### src/rtl/mac_vec_acc_if.sv
// Bundles the job-control, operand-beat and result signals of the
// vector multiply-accumulate block into one parameterised interface.
interface mac_vec_acc_if #(
    parameter int DW    = 8,
    parameter int LANES = 4,
    parameter int ACCW  = 32,
    parameter int LENW  = 8
);
    logic                  start;
    logic [LENW-1:0]       len;
    logic                  signed_mode;
    logic                  sat_en;
    logic [LANES*DW-1:0]   din_a;
    logic [LANES*DW-1:0]   din_b;
    logic                  in_valid;
    logic                  in_ready;
    logic                  busy;
    logic                  done;
    logic [ACCW-1:0]       dout;
    logic                  overflow;

    modport master (
        output start, len, signed_mode, sat_en, din_a, din_b, in_valid,
        input  in_ready, busy, done, dout, overflow
    );

    modport slave (
        input  start, len, signed_mode, sat_en, din_a, din_b, in_valid,
        output in_ready, busy, done, dout, overflow
    );
endinterface

### src/rtl/mac_vec_acc.sv
// Vector multiply-accumulate: each accepted beat multiplies LANES operand
// pairs, sums the products and adds the sum into a wrapping or saturating
// accumulator. Three-stage pipeline (products, lane sum, accumulate), so the
// result settles two cycles after the last beat is accepted.
module mac_vec_acc #(
    parameter int DW    = 8,
    parameter int LANES = 4,
    parameter int ACCW  = 32,
    parameter int LENW  = 8
) (
    input  logic         clk,
    input  logic         rst,
    mac_vec_acc_if.slave bus
);
    localparam int LW = (LANES > 1) ? $clog2(LANES) : 0;
    localparam int PW = 2 * DW;           // product width
    localparam int SW = PW + LW;          // lane-sum width
    localparam int XW = ACCW + 1;         // accumulate width incl. carry/sign guard

    typedef enum logic [1:0] {
        IDLE  = 2'd0,
        ACCUM = 2'd1,
        DRAIN = 2'd2,
        DONE  = 2'd3
    } state_t;

    state_t              state_r;
    state_t              state_s;
    logic                start_ok_s;
    logic                accept_s;
    logic                drain_r;
    logic [LENW-1:0]     len_r;
    logic [LENW-1:0]     cnt_r;
    logic                signed_r;
    logic                sat_r;
    logic                in_ready_r;
    logic                busy_r;
    logic                done_r;

    logic [LANES*PW-1:0] prod_s;
    logic [LANES*PW-1:0] prod_r;
    logic                v1_r;
    logic [XW-1:0]       sum_x_s;
    logic [SW-1:0]       sum_s;
    logic [SW-1:0]       sum_r;
    logic                v2_r;
    logic [XW-1:0]       acc_x_s;
    logic                ovf_add_s;
    logic [ACCW-1:0]     acc_s;
    logic [ACCW-1:0]     acc_r;
    logic                ovf_r;

    // Operand extension to product width, by mode.
    function automatic logic [PW-1:0] ext_op(input logic [DW-1:0] v, input logic sm);
        ext_op = {{DW{sm & v[DW-1]}}, v};
    endfunction

    // Product extension to accumulate width, by mode.
    function automatic logic [XW-1:0] ext_p(input logic [PW-1:0] v, input logic sm);
        ext_p = {{(XW-PW){sm & v[PW-1]}}, v};
    endfunction

    // Lane-sum extension to accumulate width, by mode.
    function automatic logic [XW-1:0] ext_s(input logic [SW-1:0] v, input logic sm);
        ext_s = {{(XW-SW){sm & v[SW-1]}}, v};
    endfunction

    // Next-state logic; start is only honoured in IDLE, so a busy job keeps its settings.
    always_comb begin
        state_s    = state_r;
        start_ok_s = 1'b0;
        accept_s   = 1'b0;
        case (state_r)
            IDLE: begin
                if (bus.start) begin
                    start_ok_s = 1'b1;
                    state_s    = (bus.len == {LENW{1'b0}}) ? DONE : ACCUM;
                end else begin
                    state_s = IDLE;
                end
            end
            ACCUM: begin
                if (bus.in_valid) begin
                    accept_s = 1'b1;
                    state_s  = ((cnt_r + LENW'(1)) == len_r) ? DRAIN : ACCUM;
                end else begin
                    state_s = ACCUM;
                end
            end
            DRAIN: begin
                if (drain_r) begin
                    state_s = DONE;
                end else begin
                    state_s = DRAIN;
                end
            end
            DONE:    state_s = IDLE;
            default: state_s = IDLE;
        endcase
    end

    // State register, job settings, beat counter and registered status outputs.
    always_ff @(posedge clk) begin
        if (rst) begin
            state_r    <= IDLE;
            drain_r    <= 1'b0;
            len_r      <= {LENW{1'b0}};
            cnt_r      <= {LENW{1'b0}};
            signed_r   <= 1'b0;
            sat_r      <= 1'b0;
            in_ready_r <= 1'b0;
            busy_r     <= 1'b0;
            done_r     <= 1'b0;
        end else begin
            state_r    <= state_s;
            drain_r    <= (state_r == DRAIN) && !drain_r;
            in_ready_r <= (state_s == ACCUM);
            busy_r     <= (state_s != IDLE);
            done_r     <= (state_s == DONE);
            if (start_ok_s) begin
                len_r    <= bus.len;
                signed_r <= bus.signed_mode;
                sat_r    <= bus.sat_en;
                cnt_r    <= {LENW{1'b0}};
            end else if (accept_s) begin
                cnt_r <= cnt_r + LENW'(1);
            end
        end
    end

    // Stage-1 products, one per lane, truncated to the exact product width.
    always_comb begin
        prod_s = {(LANES*PW){1'b0}};
        for (int k = 0; k < LANES; k++) begin
            prod_s[k*PW +: PW] = ext_op(bus.din_a[k*DW +: DW], signed_r)
                               * ext_op(bus.din_b[k*DW +: DW], signed_r);
        end
    end

    // Stage-2 lane sum; computed wide and trimmed, the true sum always fits SW bits.
    always_comb begin
        sum_x_s = {XW{1'b0}};
        for (int k = 0; k < LANES; k++) begin
            sum_x_s = sum_x_s + ext_p(prod_r[k*PW +: PW], signed_r);
        end
        sum_s = sum_x_s[SW-1:0];
    end

    // Stage-3 add with one guard bit for overflow detection, then clamp or wrap.
    always_comb begin
        acc_x_s = {signed_r & acc_r[ACCW-1], acc_r} + ext_s(sum_r, signed_r);
        if (signed_r) begin
            ovf_add_s = acc_x_s[ACCW] ^ acc_x_s[ACCW-1];
        end else begin
            ovf_add_s = acc_x_s[ACCW];
        end
        if (ovf_add_s && sat_r) begin
            if (signed_r) begin
                acc_s = acc_x_s[ACCW] ? {1'b1, {(ACCW-1){1'b0}}} : {1'b0, {(ACCW-1){1'b1}}};
            end else begin
                acc_s = {ACCW{1'b1}};
            end
        end else begin
            acc_s = acc_x_s[ACCW-1:0];
        end
    end

    // Pipeline registers and accumulator; a new job flushes everything to zero.
    always_ff @(posedge clk) begin
        if (rst) begin
            prod_r <= {(LANES*PW){1'b0}};
            v1_r   <= 1'b0;
            sum_r  <= {SW{1'b0}};
            v2_r   <= 1'b0;
            acc_r  <= {ACCW{1'b0}};
            ovf_r  <= 1'b0;
        end else if (start_ok_s) begin
            prod_r <= {(LANES*PW){1'b0}};
            v1_r   <= 1'b0;
            sum_r  <= {SW{1'b0}};
            v2_r   <= 1'b0;
            acc_r  <= {ACCW{1'b0}};
            ovf_r  <= 1'b0;
        end else begin
            v1_r <= accept_s;
            v2_r <= v1_r;
            if (accept_s) begin
                prod_r <= prod_s;
            end
            if (v1_r) begin
                sum_r <= sum_s;
            end
            if (v2_r) begin
                acc_r <= acc_s;
                ovf_r <= ovf_r | ovf_add_s;
            end
        end
    end

    assign bus.in_ready = in_ready_r;
    assign bus.busy     = busy_r;
    assign bus.done     = done_r;
    assign bus.dout     = acc_r;
    assign bus.overflow = ovf_r;
endmodule
### src/flat_wrapper.sv
// flat-port wrapper written by rule: the top's interface ports become plain ports
module mac_vec_acc_flat 
#(
    parameter int DW    = 8,
    parameter int LANES = 4,
    parameter int ACCW  = 32,
    parameter int LENW  = 8
)
  (clk, rst, bus_start, bus_len, bus_signed_mode, bus_sat_en, bus_din_a, bus_din_b, bus_in_valid, bus_in_ready, bus_busy, bus_done, bus_dout, bus_overflow);
  mac_vec_acc_if #(.DW(DW), .LANES(LANES), .ACCW(ACCW), .LENW(LENW)) bus_i ();
  input  logic clk;
  input  logic rst;
  input wire logic [$bits(bus_i.start)-1:0] bus_start;
  input wire logic [$bits(bus_i.len)-1:0] bus_len;
  input wire logic [$bits(bus_i.signed_mode)-1:0] bus_signed_mode;
  input wire logic [$bits(bus_i.sat_en)-1:0] bus_sat_en;
  input wire logic [$bits(bus_i.din_a)-1:0] bus_din_a;
  input wire logic [$bits(bus_i.din_b)-1:0] bus_din_b;
  input wire logic [$bits(bus_i.in_valid)-1:0] bus_in_valid;
  output wire logic [$bits(bus_i.in_ready)-1:0] bus_in_ready;
  output wire logic [$bits(bus_i.busy)-1:0] bus_busy;
  output wire logic [$bits(bus_i.done)-1:0] bus_done;
  output wire logic [$bits(bus_i.dout)-1:0] bus_dout;
  output wire logic [$bits(bus_i.overflow)-1:0] bus_overflow;
  assign bus_i.start = bus_start;
  assign bus_i.len = bus_len;
  assign bus_i.signed_mode = bus_signed_mode;
  assign bus_i.sat_en = bus_sat_en;
  assign bus_i.din_a = bus_din_a;
  assign bus_i.din_b = bus_din_b;
  assign bus_i.in_valid = bus_in_valid;
  assign bus_in_ready = bus_i.in_ready;
  assign bus_busy = bus_i.busy;
  assign bus_done = bus_i.done;
  assign bus_dout = bus_i.dout;
  assign bus_overflow = bus_i.overflow;
  mac_vec_acc #(.DW(DW), .LANES(LANES), .ACCW(ACCW), .LENW(LENW)) u_core (.clk(clk), .rst(rst), .bus(bus_i));
endmodule
### config.mk
export PLATFORM = sky130hd
export DESIGN_NAME = mac_vec_acc_flat
export DESIGN_NICKNAME = d
export VERILOG_FILES = /design/src/rtl/mac_vec_acc_if.sv /design/src/rtl/mac_vec_acc.sv /design/src/flat_wrapper.sv
export SDC_FILE = /design/constraint.sdc
export NUM_CORES = 1
export LEC_CHECK = 0
export CAP_MARGIN = 20
export CORE_ASPECT_RATIO = 1.4
export CORE_MARGIN = 2
export CORE_UTILIZATION = 60
export DETAILED_ROUTE_END_ITERATION = 8
export PLACE_DENSITY = 0.8
export SETUP_SLACK_MARGIN = 0.3
export SLEW_MARGIN = 20
export SYNTH_ARGS = -nofsm -noshare
export SYNTH_HDL_FRONTEND = slang
export SYNTH_SLANG_ARGS = --single-unit
### constraint.sdc
create_clock -name clk -period 9.2 [get_ports clk]
set_input_delay 2.3 -clock clk [delete_from_list [all_inputs] [get_ports clk]]
set_output_delay 2.3 -clock clk [all_outputs]
set_load 0.005 [all_outputs]
==> results.yml <==
layout:
  stdcell_count: 2616
  diodes: 0
  final_util_pct: 67.5
  final_layout_size_suffix_gt1_share_pct: 3.23
  finalNetCount: 2760
  syn2layout_area_growth_pct: 10.6
global_route:
  antenna_found_initial: 0
  grt_pass1_vias: 15600
  grt_use_total_pct: 26.7
  grt_overflow: 0
  grt_pass1_wl_um: 71500
  grt_max_degree: 82
synthesis:
  syn-instance-count: 2155
  yosysWarningCount: 0
  yosys.area.top_type: "fa_1"
  synth-seq-area-share_pct: 15.0
  synth_compound_area_share_pct: 9.92
  yosys.cell_types.count: 68
  synth-simple-area-share_pct: 18.1
  synth_edf_count: 0
  synthMuxAreaShare_pct: 0.882
  syn-num-nets: 2702
  ys_async_sr_fraction_pct: 0
  netlist.area_leader.share_pct: 30.4
  ys_top_cells_by_area: "fa_1, dfxtp_1, ha_1"
  syn-cell-area_mm2: 0.0189
  synthAdderAreaFrac_pct: 42.5
  synth.most_common_cell: "inv_1"
  synth-xor-area-share_pct: 5.43
  synth_common_cells: "inv_1, nand2_1, fa_1, ha_1, and2_1"
  ys_seq_elements: 141
  synthFlopType: "dfxtp_1"
  synth_top_family_by_area: "adder cells"
  syn_avg_cell_area_um2: 8.76
sta:
  layout_min_cycle_time_ns: 7.78
  tightest_slew_ns: 1.00
  slew-limit-headroom_pct: 33.2
  skew_ns: 0.0133
  drv_slew: 0
  fmax_mhz: 129
  finalCritPeriodShare_pct: 84.6
  rsz0062_at_grt: "false"
  setup_viol: 0
  tns_ns: 0
  finalHoldViolations: 0
  worst_slack_ns: 1.42
critical_path:
  path_class: "input port to flip-flop"
  worstSetupEndpointType: "flip-flop"
  cp_slowest_cell: "clkdlybuf4s50_1"
  critPathBufInv: 5
  slowest_delay_ns: 0.66
  path_cells: "clkdlybuf4s50_1, nand2_1, or2_2, fa_1, fa_1, inv_1, fa_1, fa_1, inv_1, fa_1, inv_1, ha_1, inv_1, o21ai_0, a21oi_1, o21bai_1, a21oi_1, nor2b_1, o21ai_0, nor4_1, or3_1"
  cp.required_ns: 9.52
  path_max_fanout: 10
  crit_top_cell: "fa_1"
  critPathLaunchType: "input port"
  worstPathArrival_ns: 8.10
  critPathTopFamily: "adder cells"
drt:
  drtAntennaViolNets: 0
  drt_first_pass_iters: 6
  viasPerCell: 5.66
  post_drt_wl_per_cell_um: 16.0
  totalWireLength_um: 41900
  drt_first_iter_violations: 663
  via_count: 14800
  drc: 0
die:
  core_mm2: 0.0309
  die_y_um: 214
  initial_utilization_pct: 61.1
  dieArea_mm2: 0.0329
  rows: 76
  ios: 114
  fp.dieW_um: 154
power:
  power_frac_seq_pct: 21.0
  leakagePower_nw: 9.96
  p_comb_share_pct: 56.8
  vdd_ir_drop_max_mv: 0.137
  p_sw_share_pct: 41.1
  internal-power_w: 0.00191
  clockPowerShare_pct: 22.3
  power_density_mw_per_mm2: 156
  finalPower_w: 0.00325
  p_sw_w: 0.00133
cts:
  cts_buffers: 17
  root_buffer: "clkbuf_16"
  post-cts-setup-buffers: 0
  clkTransAtPathRegs_ns: 0.06
  ctsHoldBuffers: 0
  cts_resized: 0
  cts_tree: "yes"
  cts.sinks: 141
  cts-htree-levels: 4
  clockBufferDepth: 2
  clock_latency_ns: 0.43
status:
  status: "finished, final reports clean"
hold_path:
  hp-class: "flip-flop to flip-flop"
place:
  gp_congestion: 0.907
  io_buffers: 113
  dp.cells: 2584
  place_ws_ns: 0.969
  dp_hpwl_um: 34100
job:
  cap_violations: 0
power groups by stage:
stage	sequential (W)	combinational (W)	clock (W)
3_5_place_dp	0.000695	0.00184	0
3_3_place_gp	0.000693	0.00178	0
5_1_grt	0.000685	0.00213	0.000754
4_1_cts	0.000681	0.00187	0.000728
2_1_floorplan	0.000679	0.00141	0
6_report	0.000681	0.00184	0.000723
cell usage in the layout, fill, tap and decap left out, types with 5 or more instances in the layout:
cell type        synthesis  layout
nand2_1                289     289
o21bai_1                 8       8
nand3_1                 27      27
nand4_1                  6       6
nor2b_1                 18      18
nand2b_1                 9       8
a21boi_0                 5       5
nor2_1                 122     121
a21oi_1                126     126
fa_1                   287     287
a211oi_1                11      11
dfxtp_1                141     141
nor3_1                  18      18
mux2i_1                 14      14
and3_1                  12      12
a21o_1                  25      25
a31oi_1                 10      10
clkbuf_16                0      17
inv_1                  325     325
xnor2_1                 86      86
nor4_1                   7       7
buf_4                    2       6
nand3b_1                 7       7
xor2_1                  31      31
o22ai_1                 29      29
ha_1                   182     182
o21ai_0                 39      39
o21a_1                   7       7
clkdlybuf4s50_1          0     113
and2_1                 156     156
or2_2                   12      12
or3_1                    9       9
kinds of logic after synthesis:
group                    after synthesis
adder cells (fa/ha/maj)              469
AND/OR/NAND/NOR                      710
flip-flops                           141
buffers and inverters                406
XOR/XNOR                             117
multiplexers                          16
AO/OA/AOI/OAI                        296
per-stage QoR:
step | hold WS (ns) | area, um^2
after global routing | 0.446 | 20900
after detailed placement | 0.419 | 20200
after floorplan | 0.402 | 18900
after CTS | 0.430 | 20900
final | 0.424 | 20900
after global placement | 0.417 | 20200
state kept, by name, indices dropped and copies added, names as in the netlist:
name and count:
u_core.bus.done 1, u_core.drain_r 1, u_core.state_r 2, u_core.bus.overflow 1, u_core.sat_r 1, u_core.sum_r 18
u_core.bus.busy 1, u_core.bus.dout 32, u_core.prod_r 64, u_core.bus.in_ready 1, u_core.signed_r 1, u_core.v2_r 1
u_core.v1_r 1, u_core.cnt_r 8, u_core.len_r 8
path summary, 6_finish.rpt:
| path | end | slack (ns) | start | cells after the start |
|---|---|---|---|---|
| worst min-delay path | u_core.drain_r | 0.42 | u_core.drain_r | 1 |
| worst max-delay path | u_core.prod_r[30] | 1.42 | bus_din_b[15] | 21 |
| worst min register to register | u_core.drain_r | 0.42 | u_core.drain_r | 1 |
| worst max register to register | u_core.prod_r[63] | 3.04 | u_core.signed_r | 21 |
metal layers:
metal  part of all wire [%]  global-route usage (%)
met1                     38                    29.9
met2                     54                    51.5
met3                    3.6                    2.61
met4                    4.1                    11.8
met5                      0                       0
cell type report:
| cell class | instances | area [um^2] |
|---|---|---|
| tap | 390 | 488 |
| inverter | 325 | 1220 |
| clock inverter | 14 | 181 |
| timing repair buffer | 120 | 1190 |
| clock buffer | 18 | 439 |
| multi-input combinational | 1608 | 14500 |
| fill | 2432 | 10000 |
| sequential | 141 | 2820 |
No activity file was read; power rests on OpenSTA's default activity.
